## src/rtl/arm_pipe_pkg.sv

```systemverilog
// Shared types and constants for the 5-stage ARM pipeline.
// Fetch state encoding, default PC step and IF/ID bubble values.
package arm_pipe_pkg;

  typedef enum logic {
    S_FETCH,
    S_HELD
  } fetch_state_t;

  localparam int PC_STEP_DEF = 4;

  localparam logic        BUBBLE_VALID = 1'b0;
  localparam logic [31:0] BUBBLE_INSTR = 32'h0;

endpackage

```

## src/rtl/if_id_reg.sv

```systemverilog
// IF/ID pipeline register with flush, load, bubble and hold.
// Flush and reset both clear the register to a bubble.
module if_id_reg
  import arm_pipe_pkg::*;
#(
  parameter int W = 32
) (
  input  logic         clk,
  input  logic         rst,
  input  logic         flush,
  input  logic         load,
  input  logic         bubble,
  input  logic [W-1:0] pc_in,
  input  logic [W-1:0] instr_in,
  output logic [W-1:0] pc_out,
  output logic [W-1:0] instr_out,
  output logic         valid_out
);

  always_ff @(posedge clk) begin
    if (rst || flush) begin
      pc_out    <= '0;
      instr_out <= W'(BUBBLE_INSTR);
      valid_out <= BUBBLE_VALID;
    end else if (load) begin
      pc_out    <= pc_in;
      instr_out <= instr_in;
      valid_out <= 1'b1;
    end else if (bubble) begin
      valid_out <= BUBBLE_VALID;
    end
  end

endmodule

```

## src/rtl/if_fetch_stage.sv

```systemverilog
// Instruction fetch stage: PC, fetch FSM, skid buffer, IF/ID register.
// Optional IF_FETCH_PERF_CNT_EN adds stall_cycles/fetch_count outputs.
module if_fetch_stage
  import arm_pipe_pkg::*;
#(
  parameter int                    BIT_NUMBER = 32,
  parameter logic [BIT_NUMBER-1:0] PC_RESET   = '0,
  parameter int                    PC_STEP    = PC_STEP_DEF
) (
  input  logic                  clk,
  input  logic                  rst,
  input  logic                  freeze,
  input  logic                  branch_taken,
  input  logic [BIT_NUMBER-1:0] branch_addr,
  output logic                  imem_req,
  output logic [BIT_NUMBER-1:0] imem_addr,
  input  logic                  imem_ready,
  input  logic [BIT_NUMBER-1:0] imem_rdata,
  output logic [BIT_NUMBER-1:0] pc_out,
  output logic [BIT_NUMBER-1:0] instr_out,
  output logic                  valid_out
`ifdef IF_FETCH_PERF_CNT_EN
  ,
  output logic [31:0]           stall_cycles,
  output logic [31:0]           fetch_count
`endif
);

  fetch_state_t          state;
  logic [BIT_NUMBER-1:0] pc;
  logic [BIT_NUMBER-1:0] skid;
  logic [BIT_NUMBER-1:0] pc_inc;
  logic [BIT_NUMBER-1:0] ld_instr;
  logic                  held;
  logic                  xfer;
  logic                  load;
  logic                  bubble;

  assign held      = (state == S_HELD);
  assign imem_req  = !rst && !held;
  assign imem_addr = pc;
  assign xfer      = imem_req && imem_ready;
  assign pc_inc    = pc + BIT_NUMBER'(PC_STEP);
  assign ld_instr  = held ? skid : imem_rdata;

  assign load   = !branch_taken && !freeze && (held || xfer);
  assign bubble = !branch_taken && !freeze && !held && !xfer;

  // A word fetched under freeze parks in skid; pc keeps pointing at it.
  always_ff @(posedge clk) begin
    if (rst) begin
      pc    <= PC_RESET;
      state <= S_FETCH;
      skid  <= '0;
    end else if (branch_taken) begin
      pc    <= branch_addr;
      state <= S_FETCH;
      skid  <= '0;
    end else if (load) begin
      pc    <= pc_inc;
      state <= S_FETCH;
    end else if (freeze && xfer) begin
      skid  <= imem_rdata;
      state <= S_HELD;
    end
  end

  if_id_reg #(
    .W(BIT_NUMBER)
  ) u_if_id (
    .clk      (clk),
    .rst      (rst),
    .flush    (branch_taken),
    .load     (load),
    .bubble   (bubble),
    .pc_in    (pc_inc),
    .instr_in (ld_instr),
    .pc_out   (pc_out),
    .instr_out(instr_out),
    .valid_out(valid_out)
  );

`ifdef IF_FETCH_PERF_CNT_EN
  always_ff @(posedge clk) begin
    if (rst) begin
      stall_cycles <= '0;
      fetch_count  <= '0;
    end else begin
      if (freeze && !branch_taken && stall_cycles != '1)
        stall_cycles <= stall_cycles + 32'd1;
      if (load && fetch_count != '1)
        fetch_count <= fetch_count + 32'd1;
    end
  end
`endif

endmodule

```

## config.mk

```make
export PLATFORM = sky130hd
export DESIGN_NAME = if_fetch_stage
export DESIGN_NICKNAME = d
export VERILOG_FILES = /design/src/rtl/arm_pipe_pkg.sv /design/src/rtl/if_id_reg.sv /design/src/rtl/if_fetch_stage.sv
export SDC_FILE = /design/constraint.sdc
export NUM_CORES = 1
export LEC_CHECK = 0
export CORE_MARGIN = 2
export CORE_UTILIZATION = 40
export CTS_BUF_LIST = sky130_fd_sc_hd__clkbuf_8
export CTS_CLUSTER_SIZE = 25
export DETAILED_ROUTE_END_ITERATION = 16
export GPL_ROUTABILITY_DRIVEN = 0
export PLACE_DENSITY = 0.74
export SETUP_SLACK_MARGIN = 0.1
export SYNTH_ARGS = -nofsm -noshare
export SYNTH_HDL_FRONTEND = slang
export SYNTH_HIERARCHICAL = 1
export SYNTH_SLANG_ARGS = --single-unit
export TNS_END_PERCENT = 20
```

## constraint.sdc

```tcl
create_clock -name clk -period 3.2 [get_ports clk]
set_input_delay 0.64 -clock clk [delete_from_list [all_inputs] [get_ports clk]]
set_output_delay 0.64 -clock clk [all_outputs]
set_load 0.05 [all_outputs]
```

# Word-level counts from Yosys, hierarchy flattened
# Index checks and enable logic that the tools add are counted.
[op_classes] mux=5 n_eq_ne=0 reduce_logical=19 div_mod_pow=0 bitwise_logic=1 shifts=0 n_mul=0 magnitude_cmp=0 add_sub_neg=1
[op_table] op="32-bit two-way mux" count=3
[op_table] op="32-bit by 3-bit adder with 32-bit output, second input constant" count=1
[op_table] op="1-bit logical AND" count=7
[op_table] op="1-bit zero test" count=5
[op_table] op="2-bit nonzero test" count=2
[op_table] op="3-bit OR reduction" count=1
[op_table] op="1-bit logical OR" count=2
[op_table] op="1-bit two-way mux" count=2
[op_table] op="2-bit AND reduction" count=1
[op_table] op="2-bit OR reduction" count=1
[op_table] op="1-bit NOT" count=1
[totals] romBits=0 register_bits=130 inputBits=69 mem_count=0 latchBits=0 wordCells=32 ramBits=0

# Longest topological paths before layout
# Gate-level depths: netlist (run 1).
[depth] ltp_word=7 mapped_depth=9 depth_no_buf=7

# By module
# Netlist (run 1), hierarchy kept.
[by_module_without_submodules] mod="if_fetch_stage" cells_each=468 area_per_inst_um2=3702.3 seq_area_each_um2=1301.2 instances=1
[by_module_without_submodules] mod="if_id_reg" cells_each=211 area_per_inst_um2=2318.5 seq_area_each_um2=1301.2 instances=1

# Worst setup path after synthesis (run 1)
# OpenSTA, ideal clock, no wires.
[synth_path] kind="flip-flop to flip-flop" start="register pc[2], in the netlist imem_addr[2]" end="register u_if_id.pc_out[30]" setup_ns=0.116 arrival_ns=2.330 stages_incl_launch_ff=8 slack_ns=0.754 path_buffers=0 synth_period_minus_slack_ns=2.446 required_time_ns=3.084 path_cell_list="dfxtp_1 ha_1 nand3_1 nor4_1 a31oi_1 or2_2 mux2i_1 nor2_1"
[synth_between] elab_chain_len=1
[synth_rtl] element="start, declared" line_no="if_fetch_stage.sv:30" source="logic [BIT_NUMBER-1:0] pc;"
[synth_rtl] element="start signal, assigned" line_no="if_fetch_stage.sv:56" source="pc <= branch_addr;"
[synth_rtl] element="start signal, assigned" line_no="if_fetch_stage.sv:60" source="pc <= pc_inc;"
[synth_rtl] element="32-bit by 3-bit adder with 32-bit output" line_no="if_fetch_stage.sv:43" source="assign pc_inc = pc + BIT_NUMBER'(PC_STEP);"
[synth_rtl] element="net pc_inc[30]" line_no="if_fetch_stage.sv:32" source="logic [BIT_NUMBER-1:0] pc_inc;"
[synth_rtl] element="end signal, assigned" line_no="if_id_reg.sv:26" source="pc_out <= pc_in;"
[synth_rtl] element="end, declared" line_no="if_id_reg.sv:15" source="output logic [W-1:0] pc_out,"
# The timed path passes the listed nets, and every way through them passes these cells.
# A chain may end at the register's enable or synchronous reset.

# Final worst setup path (run 1)
[layout_path] start="register pc[14], in the netlist imem_addr[14]" end="output imem_addr[14]"
[layout_lines] element="end, declared" line_no="if_fetch_stage.sv:16" source="output logic [BIT_NUMBER-1:0] imem_addr,"
# No word-level cell between the ends.

==> results of run 1 <==
[sequential cells by signal, indices dropped and copies added (netlist names)]
signal	flops
u_if_id/instr_out	32
u_if_id/pc_out	32
u_if_id/valid_out	1
imem_addr	32
skid	32
held	1
[cell families after synthesis]
logic type / synth area share [%]
XOR/XNOR: 4.80
multiplexers: 17.0
buffers and inverters: 4.82
AO/OA/AOI/OAI: 10.1
adder cells (fa/ha/maj): 0.208
AND/OR/NAND/NOR: 19.9
flip-flops: 43.2
[cell usage in the layout (no fill, tap or decap), drive strengths merged, types with 19 or more instances in the layout]
cell           synthesis  routed
xnor2                 19      19
dfxtp                130     130
nor2                  95      95
mux2i                 66      66
mux2                  32      32
nand2                 93      93
a21oi                 49      49
clkdlybuf4s50          0     165
[per-layer routing]
layer	track usage, %	vias to the layer above
li1	-	2664
met4	9.11	0
met2	31.7	170
met3	6.33	27
met1	27.9	2508
met5	0	-
[cell type report]
class | instances | area (µm²)
Fill cell | 1300 | 6380
Multi-Input combinational cell | 492 | 3130
Sequential cell | 130 | 2600
Timing Repair Buffer | 183 | 1850
Clock buffer | 18 | 248
Tap cell | 184 | 230
Clock inverter | 14 | 166
Inverter | 9 | 36.3
[stage by stage]
step | power [mW] | instance area [µm²] | setup slack, ns | util (%) | hold WS [ns]
4_1_cts | 3.70 | 8260 | 0.644 | 56.4 | 0.457
5_1_grt | 3.82 | 8260 | 0.438 | 56.4 | 0.478
6_report | 3.66 | 8260 | 0.683 | 56.4 | 0.453
3_3_place_gp | 2.24 | 7850 | 0.626 | 53.6 | 0.439
3_5_place_dp | 2.24 | 7850 | 0.540 | 53.6 | 0.446
2_1_floorplan | 2.03 | 6020 | 0.754 | - | 0.433
[power groups by stage]
stage          Combinational (mW)  Clock [mW]  Sequential, mW
2_1_floorplan               0.204           0            1.82
3_3_place_gp                0.493           0            1.74
3_5_place_dp                0.496           0            1.74
4_1_cts                     0.498        1.49            1.71
5_1_grt                     0.529        1.58            1.71
6_report                    0.497        1.46            1.71
[synthesized netlist by cell type, types with 3 or more instances]
cell type / number / area share [%]
a31oi_1: 10 / 1.0
buf_6: 7 / 1.3
nor4_1: 6 / 0.62
buf_4: 3 / 0.37
buf_2: 10 / 0.83
or3_1: 7 / 0.73
nand3_1: 18 / 1.5
dfxtp_1: 130 / 43
nand4_1: 13 / 1.4
nand2_1: 93 / 5.8
o311ai_0: 4 / 0.58
buf_1: 4 / 0.25
mux2_2: 32 / 6.0
a211oi_1: 5 / 0.62
and3_1: 9 / 0.94
nor2_1: 94 / 5.9
clkbuf_1: 24 / 1.5
o21ai_0: 13 / 1.1
mux2i_1: 66 / 11
inv_1: 7 / 0.44
xnor2_1: 19 / 2.8
a21oi_1: 49 / 4.1
xor2_1: 14 / 2.0
a22oi_1: 5 / 0.62
nor3_1: 4 / 0.33
[path summary, 6_finish.rpt]
path              endpoint  cells past startpoint          start
max reg2reg  imem_addr[22]                      6   imem_addr[2]
max          imem_addr[14]                      1  imem_addr[14]
min               skid[11]                      2       skid[11]
min reg2reg       skid[11]                      2       skid[11]
==> results.yml, run 1 <==
sta:
  maxSlewViolCount: 0
  fin_crit_ns: 2.52
  slew_headroom_pct: 57.1
  fin_crit_sh_pct: 78.7
  fin_tns_setup_ns: 0
  fmax_ghz: 0.397
  hold_viol_final: 0
  finClkSkew_ns: 0.0135
  worst_slew_pin_slew_ns: 0.638
  finalSetupViolCount: 0
  rsz0062_at_grt: "no"
detailed_routing:
  vias: 5369
  wl_met1_um: 7640
  drtAntennaViolNets: 0
  viasPerCell: 5.21
  drtIter0Drc: 489
  top_layer: "met4"
  wl_met3_um: 1080
  first_pass_iters: 5
  routedWlPerCell_um: 16.0
  wl_met2_um: 7360
  routed_wl_um: 16500
  drc: 0
power:
  total_leakage_power_nw: 2.84
  ir_worst_vdd_uv: 210
  power_per_cell_area_nw_per_um2: 443
  p_sw_mw: 0.999
  power_frac_comb_pct: 13.6
  power_frac_clock_pct: 39.8
  swShare_pct: 27.3
  seqPwrFrac_pct: 46.6
  power.internal_mw: 2.66
yosys:
  netlist_area_um2: 6020
  synthCells: 679
  syn-num-nets: 749
  synth_cell_types: 50
  synth_flop_cell: "dfxtp_1"
  synthArstFlopShare_pct: 0
  synth_edf_count: 0
  ys_ff_latch: 130
  syn_area_per_cell_um2: 8.87
  synth-seq-area-share_pct: 43.2
  yosys_warnings: 6
setup_path:
  critical_path_class: "reg2out"
  endpoint_kind: "primary output"
  critPathRequiredTime_ns: 2.56
  arrival_ns: 1.88
  critPathMaxStageDelay_ns: 0.88
  critPathTopFamily: "buffers and inverters"
  cp_max_fo: 9
  r2r_slack_ns: 0.76
  slowest_stage: "clkdlybuf4s50_1"
  startpoint_type: "flip-flop"
  cp_cell_sequence: "clkdlybuf4s50_1"
  path_buf_inv: 1
global_routing:
  grt_usage_pct: 21.0
  grt_max_degree: 34
  grt_pass1_wl_um: 26900
  overflow: 0
  grt_pass1_vias: 5136
  antenna_found_initial: 0
placed_design:
  port_buffers: 166
  dpl.cell_count: 998
  dp_hpwl_um: 11200
floorplanning:
  core_um2: 14600
  start_util_pct: 41.1
  io_pins: 167
  die-area_um2: 16000
  rows: 44
  chipHeight_um: 127
  die_x_um: 127
cts:
  clock_latency_ns: 0.46
  cts-htree-levels: 4
  cts_inserted_buffers: 17
  cts_resized: 0
  ctsHoldBuffers: 0
  post-cts-setup-buffers: 0
  cts_sinks: 130
  cts_tree: "yes"
  clk_pin_slew_ns: 0.08
  cts-root-buf: "clkbuf_8"
  cts_max_path_buffers: 2
cells_and_area:
  area_growth_pct: 37.2
  n_antenna_cell: 0
  drive_gt1_share_pct: 10.9
  layoutNonFillerInstCount: 1030
  layout.nets: 903
worst_hold_path:
  hold_path_class: "reg2reg"
flow_run:
  drv_cap: 0
run_status:
  outcome: "completed"
(Power assumes the default switching activity.)
==> run 2, diff against run 1 <==
==> constraint.sdc (replaced) <==
create_clock -name clk -period 2.4 [get_ports clk]
set_input_delay 0.48 -clock clk [delete_from_list [all_inputs] [get_ports clk]]
set_output_delay 0.48 -clock clk [all_outputs]
set_load 0.05 [all_outputs]
==> run 2 against run 1 <==
Compared with the run above:
- first-iteration DRC count rose by 1.4%
- clock power rose by 31%
- die area did not move
- global-route usage fell by 0.46 points
- critical path depth rose by 1
- worst setup slack got worse by 0.64 ns
- wire length rose by 1.8%
- via count rose by 1.4%
- flip-flop and latch count did not move
- core utilization rose by 1.3 points
- combinational power rose by 40%
==> results.yml, run 2 (synthesis results as in run 1) <==
floorplanning:
  die_x_um: 127
  die-area_um2: 16000
  io_pins: 167
  chipHeight_um: 127
  core_um2: 14600
  start_util_pct: 41.1
  rows: 44
cells_and_area:
  layoutNonFillerInstCount: 1049
  area_growth_pct: 40.3
  postLayoutCellArea_um2: 8450
  n_antenna_cell: 0
  layout.nets: 922
  drive_gt1_share_pct: 13.2
  mostFrequentLayoutCells: "162 x clkdlybuf4s50_1, 130 x dfxtp_1, 94 x nor2_1"
  final_common_cell: "clkdlybuf4s50_1"
sta:
  fin_tns_setup_ns: 0
  hold_viol_final: 0
  worst_slack_ns: 0.0468
  maxSlewViolCount: 0
  fin_crit_ns: 2.35
  finClkSkew_ns: 0.0117
  slew_headroom_pct: 43.1
  rsz0062_at_grt: "yes"
  finalSetupViolCount: 0
  fin_crit_sh_pct: 98.0
  fmax_ghz: 0.425
  worst_slew_pin_slew_ns: 0.850
setup_path:
  endpoint_kind: "primary output"
  slowest_stage: "clkdlybuf4s50_1"
  startpoint_type: "flip-flop"
  cp_max_fo: 7
  arrival_ns: 1.87
  cp_cell_sequence: "buf_4 -> clkdlybuf4s50_1"
  critPathRequiredTime_ns: 1.92
  critical_path_class: "reg2out"
  critPathMaxStageDelay_ns: 0.79
detailed_routing:
  drc: 0
  vias: 5445
  drtIter0Drc: 496
  viasPerCell: 5.19
  routed_wl_um: 16800
  drtAntennaViolNets: 0
  routedWlPerCell_um: 16.0
  first_pass_iters: 5
cts:
  cts-htree-levels: 4
  clk_pin_slew_ns: 0.08
  cts_sinks: 130
  clock_latency_ns: 0.45
  post-cts-setup-buffers: 0
  cts_tree: "yes"
  cts_inserted_buffers: 17
  cts_max_path_buffers: 2
  ctsHoldBuffers: 0
  cts-root-buf: "clkbuf_8"
placed_design:
  dp_hpwl_um: 11300
  dpl.cell_count: 1017
  post-place-ws_ns: 0.00750
  port_buffers: 166
  placedInstanceArea_um2: 8050
flow_run:
  drv_cap: 0
global_routing:
  grt_usage_pct: 20.6
  grt_pass1_vias: 5145
  grt_pass1_wl_um: 26500
  grt_max_degree: 38
  antenna_found_initial: 0
  overflow: 0
worst_hold_path:
  hold_path_class: "reg2reg"
power:
  power.total_mw: 4.87
  ir_worst_vdd_uv: 400
  total_leakage_power_nw: 2.97
  power_per_cell_area_nw_per_um2: 576
run_status:
  outcome: "completed"
run 2: path summary, 6_finish.rpt:
check                start       endpoint  cells after the start  slack (ns)
max          imem_addr[11]  imem_addr[11]                      2        0.05
min               skid[28]       skid[28]                      2        0.45
max reg2reg   imem_addr[3]  imem_addr[24]                      6        0.24
min reg2reg       skid[28]       skid[28]                      2        0.45
run 2: where the power goes:
part | leakage (nW) | switching [mW] | internal, mW
registers | 1.06 | 0.0603 | 2.20
logic | 1.71 | 0.383 | 0.315
clock network | 0.200 | 0.943 | 0.964
total | 2.97 | 1.39 | 3.48
run 2: layer usage:
metal / global-route usage, % / up-vias / part of all wire (%)
li1: - / 2697 / -
met1: 26.2 / 2548 / 45
met2: 34.1 / 178 / 47
met3: 5.99 / 22 / 6.8
met4: 5.69 / 0 / 1.3
met5: 0 / - / 0
run 2: final cells by class:
class | count | area (µm²)
sequential | 130 | 2600
multi-input combinational | 492 | 3130
timing repair buffer | 202 | 2040
clock buffer | 18 | 248
inverter | 9 | 36.3
fill | 1302 | 6200
tap | 184 | 230
clock inverter | 14 | 155
run 2: repair_timing:
action / CTS / global route
resized for setup: 2 / 2
cloned: 0 / 0
setup endpoints to repair: 11 / 14
run 2: through the flow:
stage / utilization (%) / hold slack (ns)
2_1_floorplan: - / 0.433
3_3_place_gp: 54.9 / 0.438
3_5_place_dp: 54.9 / 0.446
4_1_cts: 57.7 / 0.457
5_1_grt: 57.7 / 0.471
6_report: 57.7 / 0.455
run 2: critical path, delay by kind of cell, from the launching register on:
kind	cells	cell delay (ns)
flip-flops	1	0.46
buffers and inverters	2	0.97
